File: config.mk
export PLATFORM = sky130hd
export DESIGN_NAME = lap_memory_flat
export DESIGN_NICKNAME = d
export VERILOG_FILES = /design/src/rtl/lap_memory_pkg.sv /design/src/rtl/lap_memory_if.sv /design/src/rtl/lap_memory_edge_det.sv /design/src/rtl/lap_memory.sv /design/src/flat_wrapper.sv
export SDC_FILE = /design/constraint.sdc
export NUM_CORES = 1
export LEC_CHECK = 0
export BUFFER_PORTS_ARGS = -buffer_cell sky130_fd_sc_hd__buf_2
export CELL_PAD_IN_SITES_DETAIL_PLACEMENT = 2
export CELL_PAD_IN_SITES_GLOBAL_PLACEMENT = 2
export CORE_MARGIN = 5
export CORE_UTILIZATION = 41
export DETAILED_ROUTE_END_ITERATION = 8
export GPL_TIMING_DRIVEN = 0
export PLACE_DENSITY = 0.78
export REMOVE_ABC_BUFFERS = 1
export SKIP_CTS_REPAIR_TIMING = 1
export SYNTH_ARGS = -nofsm -noshare
export SYNTH_HDL_FRONTEND = slang
export SYNTH_SLANG_ARGS = --single-unit
File: constraint.sdc
create_clock -name clk_i -period 3.2 [get_ports clk_i]
set_input_delay 0.32 -clock clk_i [delete_from_list [all_inputs] [get_ports clk_i]]
set_output_delay 0.32 -clock clk_i [all_outputs]
set_load 0.02 [all_outputs]
File: src/rtl/lap_memory_pkg.sv
// Shared stopwatch constants for the lap memory block.
// Holds the digit and snapshot widths, the default lap depth, the counter
// width, the LIVE/RECALL_ST state encoding, and the packed time-snapshot
// layout {minutes, sec_msb, sec_lsb, tenths, hundredths}.
package lap_memory_pkg;

   localparam int DIGIT_W   = 4;
   localparam int SNAP_W    = 20;
   localparam int DEPTH_DEF = 8;
   localparam int CNT_W     = 4;   // holds 0..15, enough for the largest DEPTH

   typedef enum logic {
      LIVE      = 1'b0,
      RECALL_ST = 1'b1
   } state_e;

   // Minutes sit in the most significant nibble, so the struct bit pattern
   // is exactly the stored 20-bit snapshot.
   typedef struct packed {
      logic [DIGIT_W-1:0] minutes;
      logic [DIGIT_W-1:0] sec_msb;
      logic [DIGIT_W-1:0] sec_lsb;
      logic [DIGIT_W-1:0] tenths;
      logic [DIGIT_W-1:0] hundredths;
   } digits_t;

endpackage

File: src/rtl/lap_memory_if.sv
// Bus between the stopwatch control/counters and the lap memory.
//   clr       : synchronous clear from the stopwatch FSM
//   lap       : debounced lap button (level)
//   recall    : debounced recall button (level)
//   time_in   : live BCD time digits
//   time_out  : digits forwarded to the display decoders
//   lap_count : number of stored laps
//   view      : high while a stored lap is displayed
//   full      : high when every slot is used
// master = stopwatch side, slave = lap memory.
interface lap_memory_if;
   import lap_memory_pkg::*;

   logic             clr;
   logic             lap;
   logic             recall;
   digits_t          time_in;
   digits_t          time_out;
   logic [CNT_W-1:0] lap_count;
   logic             view;
   logic             full;

   modport master (
      output clr, lap, recall, time_in,
      input  time_out, lap_count, view, full
   );

   modport slave (
      input  clr, lap, recall, time_in,
      output time_out, lap_count, view, full
   );

endinterface

File: src/rtl/lap_memory_edge_det.sv
// lap_edge_det: synchronous rising-edge detector.
//   clk_i   : clock
//   rst_i   : synchronous active-high reset, clears the history bit
//   level_i : level input
//   rise_o  : high for the one cycle where level_i is 1 and was 0 last edge
// The history bit is cleared by reset, so a level already high at reset
// release yields one edge on the first cycle after release.
module lap_edge_det (
   input  logic clk_i,
   input  logic rst_i,
   input  logic level_i,
   output logic rise_o
);

   logic prev_q;

   always_ff @(posedge clk_i) begin
      if (rst_i) prev_q <= 1'b0;
      else       prev_q <= level_i;
   end

   assign rise_o = level_i & ~prev_q;

endmodule

File: src/rtl/lap_memory.sv
// lap_memory: stores up to DEPTH lap snapshots of the stopwatch time and
// lets the user step through them on the display.
//   clk_i : 100 Hz timebase clock
//   rst_i : synchronous active-high reset (priority over everything)
//   bus   : lap_memory_if slave (clr/lap/recall/time in, digits/status out)
// All outputs are registered. In LIVE the display shows the previous-cycle
// live digits; in RECALL_ST it shows the stored slot at the read index.
module lap_memory
   import lap_memory_pkg::*;
#(
   parameter int DEPTH = DEPTH_DEF
) (
   input  logic         clk_i,
   input  logic         rst_i,
   lap_memory_if.slave  bus
);

   localparam int IDX_W = $clog2(DEPTH);

   logic              lap_rise, rec_rise;
   logic              lap_ok, rec_ok, wr_en;
   logic [SNAP_W-1:0] mem_q [DEPTH];
   logic [CNT_W-1:0]  count_q, count_d;
   logic [IDX_W-1:0]  idx_q, idx_inc;
   state_e            state_q;
   digits_t           out_q;
   logic              full_q;

   lap_edge_det u_lap_det (
      .clk_i   (clk_i),
      .rst_i   (rst_i),
      .level_i (bus.lap),
      .rise_o  (lap_rise)
   );

   lap_edge_det u_rec_det (
      .clk_i   (clk_i),
      .rst_i   (rst_i),
      .level_i (bus.recall),
      .rise_o  (rec_rise)
   );

   // Edges arriving together with a clear are dropped; the detectors' history
   // still advances so a held button does not re-fire after the clear.
   assign lap_ok  = lap_rise & ~bus.clr;
   assign rec_ok  = rec_rise & ~bus.clr;
   assign wr_en   = lap_ok && (count_q < CNT_W'(DEPTH));
   assign idx_inc = idx_q + IDX_W'(1);

   always_comb begin
      count_d = count_q;
      if (bus.clr)    count_d = '0;
      else if (wr_en) count_d = count_q + CNT_W'(1);
   end

   // Plain array, no reset: slots at or above lap_count are never shown.
   always_ff @(posedge clk_i) begin
      if (wr_en) mem_q[count_q[IDX_W-1:0]] <= bus.time_in;
   end

   // Recall decisions use count_q, i.e. the count before a same-cycle capture.
   // The read index is always below that count, so it never addresses the
   // slot being written in the same cycle.
   always_ff @(posedge clk_i) begin
      if (rst_i) begin
         state_q <= LIVE;
         idx_q   <= '0;
         count_q <= '0;
         full_q  <= 1'b0;
         out_q   <= '0;
      end else begin
         count_q <= count_d;
         full_q  <= (count_d == CNT_W'(DEPTH));
         if (bus.clr) begin
            state_q <= LIVE;
            idx_q   <= '0;
            out_q   <= bus.time_in;
         end else begin
            case (state_q)
               LIVE: begin
                  if (rec_ok && count_q != '0) begin
                     state_q <= RECALL_ST;
                     idx_q   <= '0;
                     out_q   <= digits_t'(mem_q[0]);
                  end else begin
                     out_q   <= bus.time_in;
                  end
               end
               RECALL_ST: begin
                  if (rec_ok) begin
                     if (CNT_W'(idx_q) + CNT_W'(1) < count_q) begin
                        idx_q <= idx_inc;
                        out_q <= digits_t'(mem_q[idx_inc]);
                     end else begin
                        state_q <= LIVE;
                        idx_q   <= '0;
                        out_q   <= bus.time_in;
                     end
                  end else begin
                     out_q <= digits_t'(mem_q[idx_q]);
                  end
               end
            endcase
         end
      end
   end

   assign bus.time_out  = out_q;
   assign bus.lap_count = count_q;
   assign bus.view      = (state_q == RECALL_ST);
   assign bus.full      = full_q;

endmodule

File: src/flat_wrapper.sv
// flat-port wrapper written by rule: the top's interface ports become plain ports
module lap_memory_flat import lap_memory_pkg::*;
#(
   parameter int DEPTH = DEPTH_DEF
)
  (clk_i, rst_i, bus_clr, bus_lap, bus_recall, bus_time_in, bus_time_out, bus_lap_count, bus_view, bus_full);
  lap_memory_if bus_i ();
  input  logic clk_i;
  input  logic rst_i;
  input wire logic [$bits(bus_i.clr)-1:0] bus_clr;
  input wire logic [$bits(bus_i.lap)-1:0] bus_lap;
  input wire logic [$bits(bus_i.recall)-1:0] bus_recall;
  input wire logic [$bits(bus_i.time_in)-1:0] bus_time_in;
  output wire logic [$bits(bus_i.time_out)-1:0] bus_time_out;
  output wire logic [$bits(bus_i.lap_count)-1:0] bus_lap_count;
  output wire logic [$bits(bus_i.view)-1:0] bus_view;
  output wire logic [$bits(bus_i.full)-1:0] bus_full;
  assign bus_i.clr = bus_clr;
  assign bus_i.lap = bus_lap;
  assign bus_i.recall = bus_recall;
  assign bus_i.time_in = bus_time_in;
  assign bus_time_out = bus_i.time_out;
  assign bus_lap_count = bus_i.lap_count;
  assign bus_view = bus_i.view;
  assign bus_full = bus_i.full;
  lap_memory #(.DEPTH(DEPTH)) u_core (.clk_i(clk_i), .rst_i(rst_i), .bus(bus_i));
endmodule
==> results of run 1 <==
-- layout by cell type (no fill, tap or decap), types with 2 or more instances in the layout --
master,n
edfxtp_1,160
mux2i_1,122
buf_2,50
a21oi_1,44
mux4_2,40
dfxtp_1,30
nor2b_1,23
a22oi_1,21
a2bb2oi_1,20
a32oi_1,20
o221ai_1,20
clkbuf_16,17
nand2_1,8
nor2_1,7
nor2_2,5
ha_1,5
buf_4,5
buf_6,5
buf_8,5
inv_1,4
nor2b_2,4
clkinv_4,4
buf_16,4
dfxtp_2,3
clkinvlp_4,3
inv_6,3
buf_12,3
nor3_2,2
nor4b_2,2
nor2_4,2
or2_2,2
nor3b_1,2
nor3_1,2
clkbuf_1,2
-- routing by layer --
metal	GRT usage (%)	vias to the layer above	part of all wire, %
met5	0	-	0
met4	7.94	0	2.5
met3	3.46	54	4.8
met2	40.2	216	51
met1	29.5	3293	42
li1	-	2599	-
-- cell families after synthesis --
group | Yosys count
adders and majority gates | 6
xor gates and xnor gates | 1
muxes | 162
and+or+nand+nor | 68
DFF | 194
buffers and inverters | 55
AOI/OAI and AO/OA | 131
-- flip-flops by register name, indices dropped and copies added, names as in the netlist, named ones only --
name,count
u_core.mem_q,160
u_core.bus.view,1
u_core.bus.lap_count,4
u_core.idx_q,3
u_core.bus.full,1
u_core.u_lap_det.prev_q,1
u_core.bus.time_out,20
u_core.u_rec_det.prev_q,1
-- worst min-delay path by stage --
stage / start / end / slack (ns) / cells after the start
final: bus_lap / u_core.u_lap_det.prev_q / 0.13 / 2
after global routing: bus_lap / u_core.u_lap_det.prev_q / 0.14 / 2
after CTS: bus_lap / u_core.u_lap_det.prev_q / 0.12 / 2
after detailed placement: u_core.bus.lap_count[0] / u_core.bus.lap_count[0] / 0.57 / 2
after global placement: u_core.idx_q[2] / u_core.idx_q[2] / 0.50 / 2
after floorplan: rst_i / u_core.u_lap_det.prev_q / 0.39 / 1
-- area by class of cell --
class                      count  area (sq um)  share of cell area (%)
sequential                   194          5490                    51.6
inverter                       4          15.0                   0.141
timing repair buffer          72           589                    5.53
tap                          285           357                    3.35
multi-input combinational    369          3630                    34.1
clock inverter                13           129                    1.21
clock buffer                  19           433                    4.07
-- power breakdown --
group	internal, mW	switching, mW	total, mW
clock network	1.09	0.998	2.09
registers	2.76	0.0178	2.78
logic	0.0768	0.150	0.227
total	3.92	1.17	5.09
==> results.cfg, run 1 <==
[run_status]
status = completed

[yosys]
synth_top_family_by_area = multiplexers
synth_xor_area_share_pct = 0.0943
ys_types = 37
ys_top_cells_by_count = edfxtp_1, mux2i_1, a21oi_1
synth_fa_ha_area_share_pct = 0.809
ys_warn_count = 0
synth_top_area_share_pct = 51.7
synth_compound_area_share_pct = 10.4
yosysMostFrequentCell = edfxtp_1
syn-cell-area_sq_um = 9290
synth-simple-area-share_pct = 4.19
yosys_register_bits = 194
yosys-top-cells-area = edfxtp_1, mux2i_1, mux4_2
seq_area_frac_synth_pct = 59.1
synth_top_cell_by_area = edfxtp_1
synth_flop_cell = edfxtp_1
async_reset_ff_share_pct = 0
muxShareOfSynthArea_pct = 22.9
syn_avg_cell_area_sq_um = 15.0
syn_inst = 617
synth_edf_count = 160

[sta]
timing.fmax_mhz = 322
drv_slew = 0
finClkSkew_ns = 0.00758
fin_tns_setup_ns = 0
maxSlewHeadroom_pct = 7.59
hold_slack_ns = 0.125
finalCritPeriodShare_pct = 97.0
rsz0062_at_grt = no
hold_viol_final = 0
worstMarginPinSlew_ns = 1.39
worst_slack_ns = 0.0955
finalSetupViolations = 0
period_needed_ns = 3.10

[layout]
finalNonFillerCells = 956
fillers = 2044
final_util_pct = 47.3
stdcell_area_sq_um = 10600
syn_to_final_growth_pct = 14.7
nets = 689
n_antenna_cell = 0
drive_above_1_share_pct = 24.9

[setup_path]
r2r-end = u_core.bus.time_out[2]
cp_max_fo = 18
cp.arrival_ns = 3.37
cp.buffers_inverters = 2
path_common_cell = buf_4
crit_chain = ha_4 -> nor2b_2 -> or2_4 -> ha_1 -> o21a_1 -> o22ai_1 -> nor4b_2 -> buf_4 -> buf_4 -> a32oi_1 -> o221ai_1
cp.required_ns = 3.46
startpoint = u_core.idx_q[0]
crit_type = reg2reg
slowest_stage = dfxtp_4
slowest_delay_ns = 0.58
critPathLaunchType = flop
reg2reg_depth = 11
r2r_slack_ns = 0.1
reg2reg_from = u_core.idx_q[0]
end_kind = flop
path_depth = 11
cp-endpoint = u_core.bus.time_out[2]
cpLargestDelayFamily = compound AO/OA/AOI/OAI gates

[min_path]
hold_path_class = in2reg

[routing]
drc = 0
viasPerCell = 6.45
ant_nets = 0
vias = 6162
dr.pass1.iters = 5
drtIter0Drc = 561
wire_per_inst_microns = 31.2
routed_wl_microns = 29900

[pwr]
leakagePower_nw = 3.21
p_per_area_nw_per_um2 = 478
ir_worst_vdd_uv = 340
total_power_mw = 5.09

[clock_network]
numCtsBuffers = 17
root_buffer = clkbuf_16
clkTransAtPathRegs_ns = 0.07
clock_latency_ns = 0.44
cts.sinks = 194
htreeDepth = 4
cts_buffer_depth = 2
cts_tree = built

[floorplanning]
io_pins = 51
fp.coreArea_sq_um = 22500
num_rows = 55
fp.dieW_microns = 160
die_h_microns = 160
fp.dieArea_sq_um = 25800
initial_core_util_pct = 41.3

[global_routing]
overflow = 0
grt_first_pass_wirelength_microns = 44400
grt_pass1_vias = 6850
antenna_found_initial = 0
grt.total_usage_pct = 23.1
grt_max_degree = 48

[place]
placed_area_sq_um = 10100
pre_cts_slack_ns = -1.07
dp.cells = 921
portBuffers = 50
hpwl_microns = 17800
gp_congestion = 0.782

[job]
drv_cap = 0
No activity file was read; power rests on OpenSTA's default activity.
==> inputs of run 2 (changes only) <==
--- a/config.mk
+++ b/config.mk
@@ -13,6 +13,7 @@
 export DETAILED_ROUTE_END_ITERATION = 8
 export GPL_TIMING_DRIVEN = 0
 export PLACE_DENSITY = 0.78
+export RECOVER_POWER = 25
 export REMOVE_ABC_BUFFERS = 1
 export SKIP_CTS_REPAIR_TIMING = 1
 export SYNTH_ARGS = -nofsm -noshare
==> run 2 against run 1 <==
Net effect: clock power hardly changed; combinational power hardly changed; global-route usage stayed put; critical path depth stayed put; sequential share of layout area is 0.091 points higher; non-clock buffer count stayed put.
==> results.cfg, run 2 (synthesized netlist as in run 1, its figures left out) <==
[global_routing]
overflow = 0
grt.total_usage_pct = 23.1
grt_first_pass_wirelength_microns = 44400
grt_max_degree = 48
grt_pass1_vias = 6850
antenna_found_initial = 0

[sta]
fin_tns_setup_ns = 0
worst_slack_ns = 0.0734
timing.fmax_mhz = 320
maxSlewHeadroom_pct = 8.71
drv_slew = 0
finalSetupViolations = 0
finalCritPeriodShare_pct = 97.7
worstMarginPinSlew_ns = 1.37
period_needed_ns = 3.13
finClkSkew_ns = 0.00756
hold_viol_final = 0
hold_slack_ns = 0.125
rsz0062_at_grt = no

[layout]
drive_above_1_share_pct = 22.7
final_common_cell = edfxtp_1
largest_register_ff_count = 160
n_antenna_cell = 0
final_cell_mix = edfxtp_1, mux2i_1, a21oi_1
syn_to_final_growth_pct = 14.5
nets = 689

[setup_path]
path_common_cell = buf_4
slowest_delay_ns = 0.57
reg2reg_from = u_core.idx_q[0]
critPathLaunchType = flop
cp.required_ns = 3.46
end_kind = flop
cp-endpoint = u_core.bus.time_out[2]
crit_chain = ha_4 -> nor2b_2 -> or2_4 -> ha_1 -> o21a_1 -> o22ai_1 -> nor4b_2 -> buf_4 -> buf_4 -> a32oi_1 -> o221ai_1
cp_max_fo = 18
reg2reg_depth = 11
crit_type = reg2reg
r2r-end = u_core.bus.time_out[2]
slowest_stage = dfxtp_4
cp.arrival_ns = 3.39
r2r_slack_ns = 0.07
startpoint = u_core.idx_q[0]

[floorplanning]
die_h_microns = 160
initial_core_util_pct = 41.3
fp.dieArea_sq_um = 25800
num_rows = 55
io_pins = 51
fp.coreArea_sq_um = 22500
fp.dieW_microns = 160

[pwr]
ir_worst_vdd_uv = 337
p_per_area_nw_per_um2 = 478
leakagePower_nw = 3.17
total_power_mw = 5.09

[routing]
routed_wl_microns = 29700
ant_nets = 0
wire_per_inst_microns = 31.1
drtIter0Drc = 584
dr.pass1.iters = 5
drc = 0
vias = 6133
viasPerCell = 6.42

[run_status]
status = completed

[clock_network]
htreeDepth = 4
cts.sinks = 194
numCtsBuffers = 17
clock_latency_ns = 0.44
cts_tree = built
cts_buffer_depth = 2
root_buffer = clkbuf_16
clkTransAtPathRegs_ns = 0.07

[place]
portBuffers = 50
gp_congestion = 0.782
hpwl_microns = 17800
pre_cts_slack_ns = -1.07

[job]
drv_cap = 0

[min_path]
hold_path_class = in2reg
## run 2: cell count changes in the layout (fill, tap and decap cells not counted)
cell,before,now
clkbuf_1,2,17
buf_2,50,35
## run 2: worst max-delay path: cells and delay by family (launching register included)
kind | cells | cell delay (ns)
adder cells (fa/ha/maj) | 2 | 0.42
AND/OR/NAND/NOR | 3 | 0.65
AO/OA/AOI/OAI | 4 | 0.87
flip-flops | 1 | 0.57
buffers and inverters | 2 | 0.42
## run 2: power breakdown
part	leakage, nW	internal (mW)	total (mW)	switching, mW
Sequential	1.73	2.76	2.78	0.0179
Combinational	1.18	0.0738	0.224	0.150
Clock	0.264	1.09	2.08	0.997
Total	3.17	3.92	5.09	1.16
## run 2: layer usage
metal  global-route usage, %  wire [microns]  vias up
met1                    29.5           12200     3261
met5                       0               0        -
met4                    7.94             760        0
li1                        -               -     2597
met2                    40.2           15200      217
met3                    3.46            1580       58
## run 2: how the worst min path moves through the flow
| stage | from | to | slack, ns | depth (start not counted) |
|---|---|---|---|---|
| after global routing | bus_lap | u_core.u_lap_det.prev_q | 0.14 | 2 |
| after CTS | bus_lap | u_core.u_lap_det.prev_q | 0.12 | 2 |
| final | bus_lap | u_core.u_lap_det.prev_q | 0.13 | 2 |
| after global placement | u_core.idx_q[2] | u_core.idx_q[2] | 0.50 | 2 |
| after floorplan | rst_i | u_core.u_lap_det.prev_q | 0.39 | 1 |
| after detailed placement | u_core.bus.lap_count[0] | u_core.bus.lap_count[0] | 0.57 | 2 |
## run 2: per-stage QoR
stage,utilization (%),instance area [sq um],instances
finish,47.2,10600,956
global placement,42.9,9660,901
global route,47.2,10600,956
CTS,47.2,10600,953
floorplan,-,9060,566
detailed placement,44.7,10100,921
## run 2: layout make-up
cell class	instances	area [sq um]
tap	285	357
fill	2050	11900
sequential	194	5490
timing repair buffer	72	571
multi-input combinational	369	3630
clock buffer	19	433
clock inverter	13	129
inverter	4	15.0
==> inputs of run 3 (changes only) <==
--- a/config.mk
+++ b/config.mk
@@ -15,6 +15,7 @@
 export PLACE_DENSITY = 0.78
 export RECOVER_POWER = 25
 export REMOVE_ABC_BUFFERS = 1
+export SETUP_SLACK_MARGIN = 0.15
 export SKIP_CTS_REPAIR_TIMING = 1
 export SYNTH_ARGS = -nofsm -noshare
 export SYNTH_HDL_FRONTEND = slang
==> run 3 against run 2 <==
Net effect: flip-flop and latch count did not move; power barely moved; sequential share of layout area fell by 0.11 points; clock skew barely moved; die area did not move; first-iteration DRC count fell by 4.6%; design area rose by 0.21%; hold slack barely moved; largest cell class unchanged.
==> results.cfg, run 3 (synthesized netlist as in run 1, its figures left out) <==
[global_routing]
grt_max_degree = 48
grt_first_pass_wirelength_microns = 44400
antenna_found_initial = 0
overflow = 0
grt.total_usage_pct = 23.1
grt_pass1_vias = 6850

[pwr]
p_comb_share_pct = 4.4
seq_power_share_pct = 54.6
p_per_area_nw_per_um2 = 478
clock_power_share_pct = 41.0
p_sw_share_pct = 22.9
p_int_mw = 3.92
leakagePower_nw = 3.19
net-switching-power_mw = 1.17
ir_worst_vdd_uv = 339

[setup_path]
end_kind = flop
r2r-end = u_core.bus.time_out[2]
crit_type = reg2reg
critPathLaunchType = flop
cp.required_ns = 3.54
r2r_slack_ns = 0.25
cp_max_fo = 27
reg2reg_depth = 4
cp.arrival_ns = 3.29
reg2reg_from = u_core.bus.view

[layout]
n_antenna_cell = 0
largest_register_ff_count = 160
finalNonFillerCells = 959
nets = 692
final_util_pct = 47.3
final_common_cell = edfxtp_1
final_cell_mix = edfxtp_1, mux2i_1, a21oi_1
drive_above_1_share_pct = 23.0
syn_to_final_growth_pct = 14.7

[place]
dp.cells = 921
portBuffers = 50
gp_congestion = 0.782
hpwl_microns = 17800

[clock_network]
cts_buffer_depth = 2
cts.sinks = 194
clkTransAtPathRegs_ns = 0.07
htreeDepth = 4
clock_latency_ns = 0.44
numCtsBuffers = 17
root_buffer = clkbuf_16
cts_tree = built

[routing]
vias = 6185
ant_nets = 0
routed_wl_microns = 29900
viasPerCell = 6.45
drtIter0Drc = 557
drc = 0
dr.pass1.iters = 5
wire_per_inst_microns = 31.2

[run_status]
status = completed

[floorplanning]
num_rows = 55
fp.dieW_microns = 160
die_h_microns = 160
fp.dieArea_sq_um = 25800
initial_core_util_pct = 41.3
fp.coreArea_sq_um = 22500
io_pins = 51

[sta]
hold_viol_final = 0
finClkSkew_ns = 0.00754
period_needed_ns = 2.95
finalCritPeriodShare_pct = 92.3
timing.fmax_mhz = 339
rsz0062_at_grt = no
worstMarginPinSlew_ns = 1.39
drv_slew = 0
finalSetupViolations = 0
maxSlewHeadroom_pct = 7.34

[job]
drv_cap = 0

[min_path]
hp-start = bus_lap
holdPathStages = 2
holdPathEnd = u_core.u_lap_det.prev_q
hold_path_class = in2reg
-- run 3: area by class of cell --
| type | instances | area, sq um |
|---|---|---|
| sequential | 194 | 5490 |
| multi-input combinational | 369 | 3630 |
| timing repair buffer | 75 | 593 |
| clock inverter | 13 | 129 |
| clock buffer | 19 | 433 |
| tap | 285 | 357 |
| fill | 2053 | 11900 |
| inverter | 4 | 15.0 |
-- run 3: worst max path at each step --
stage                         endpoint            start  depth (start not counted)
3_3_place_gp    u_core.bus.time_out[2]  u_core.idx_q[0]                          7
2_1_floorplan   u_core.bus.time_out[0]  u_core.idx_q[0]                          7
4_1_cts        u_core.bus.time_out[10]  u_core.idx_q[0]                          9
3_5_place_dp   u_core.bus.time_out[10]  u_core.idx_q[0]                          9
6_report        u_core.bus.time_out[2]  u_core.bus.view                          4
5_1_grt        u_core.bus.time_out[15]  u_core.bus.view                          4
-- run 3: critical path, cell delays in order, from the launching register on --
cell,delay [ns]
dfxtp_2,0.86
nand3b_1,1.10
a21oi_1,0.57
a32oi_1,0.18
o221ai_1,0.13
-- run 3: metal layers --
metal  vias up  track usage, %  wire length (microns)
met1      3321            29.5                  12500
met5         -               0                      0
li1       2610               -                      -
met4         0            7.94                    755
met2       198            40.2                  15300
met3        56            3.46                   1300
-- run 3: per-stage QoR --
step                      instance area [sq um]  power (mW)  setup slack (ns)  hold slack [ns]  setup TNS [ns]
final                                     10700        5.09             0.247            0.125               0
after global routing                      10700        5.23             0.154            0.139               0
after CTS                                 10600        5.12             -1.18            0.118          -22.82
after detailed placement                  10100        3.06             -1.07            0.566          -20.32
after global placement                     9660        3.03             -6.64            0.497         -313.64
after floorplan                            9060        2.93             -2.12            0.392          -49.60
-- run 3: power by group through the flow --
| stage | clock (mW) | combinational, mW | sequential, mW |
|---|---|---|---|
| after floorplan | 0 | 0.0766 | 2.85 |
| after detailed placement | 0 | 0.222 | 2.83 |
| after CTS | 2.11 | 0.227 | 2.78 |
| after global placement | 0 | 0.197 | 2.83 |
| after global routing | 2.21 | 0.241 | 2.78 |
| final | 2.09 | 0.224 | 2.78 |
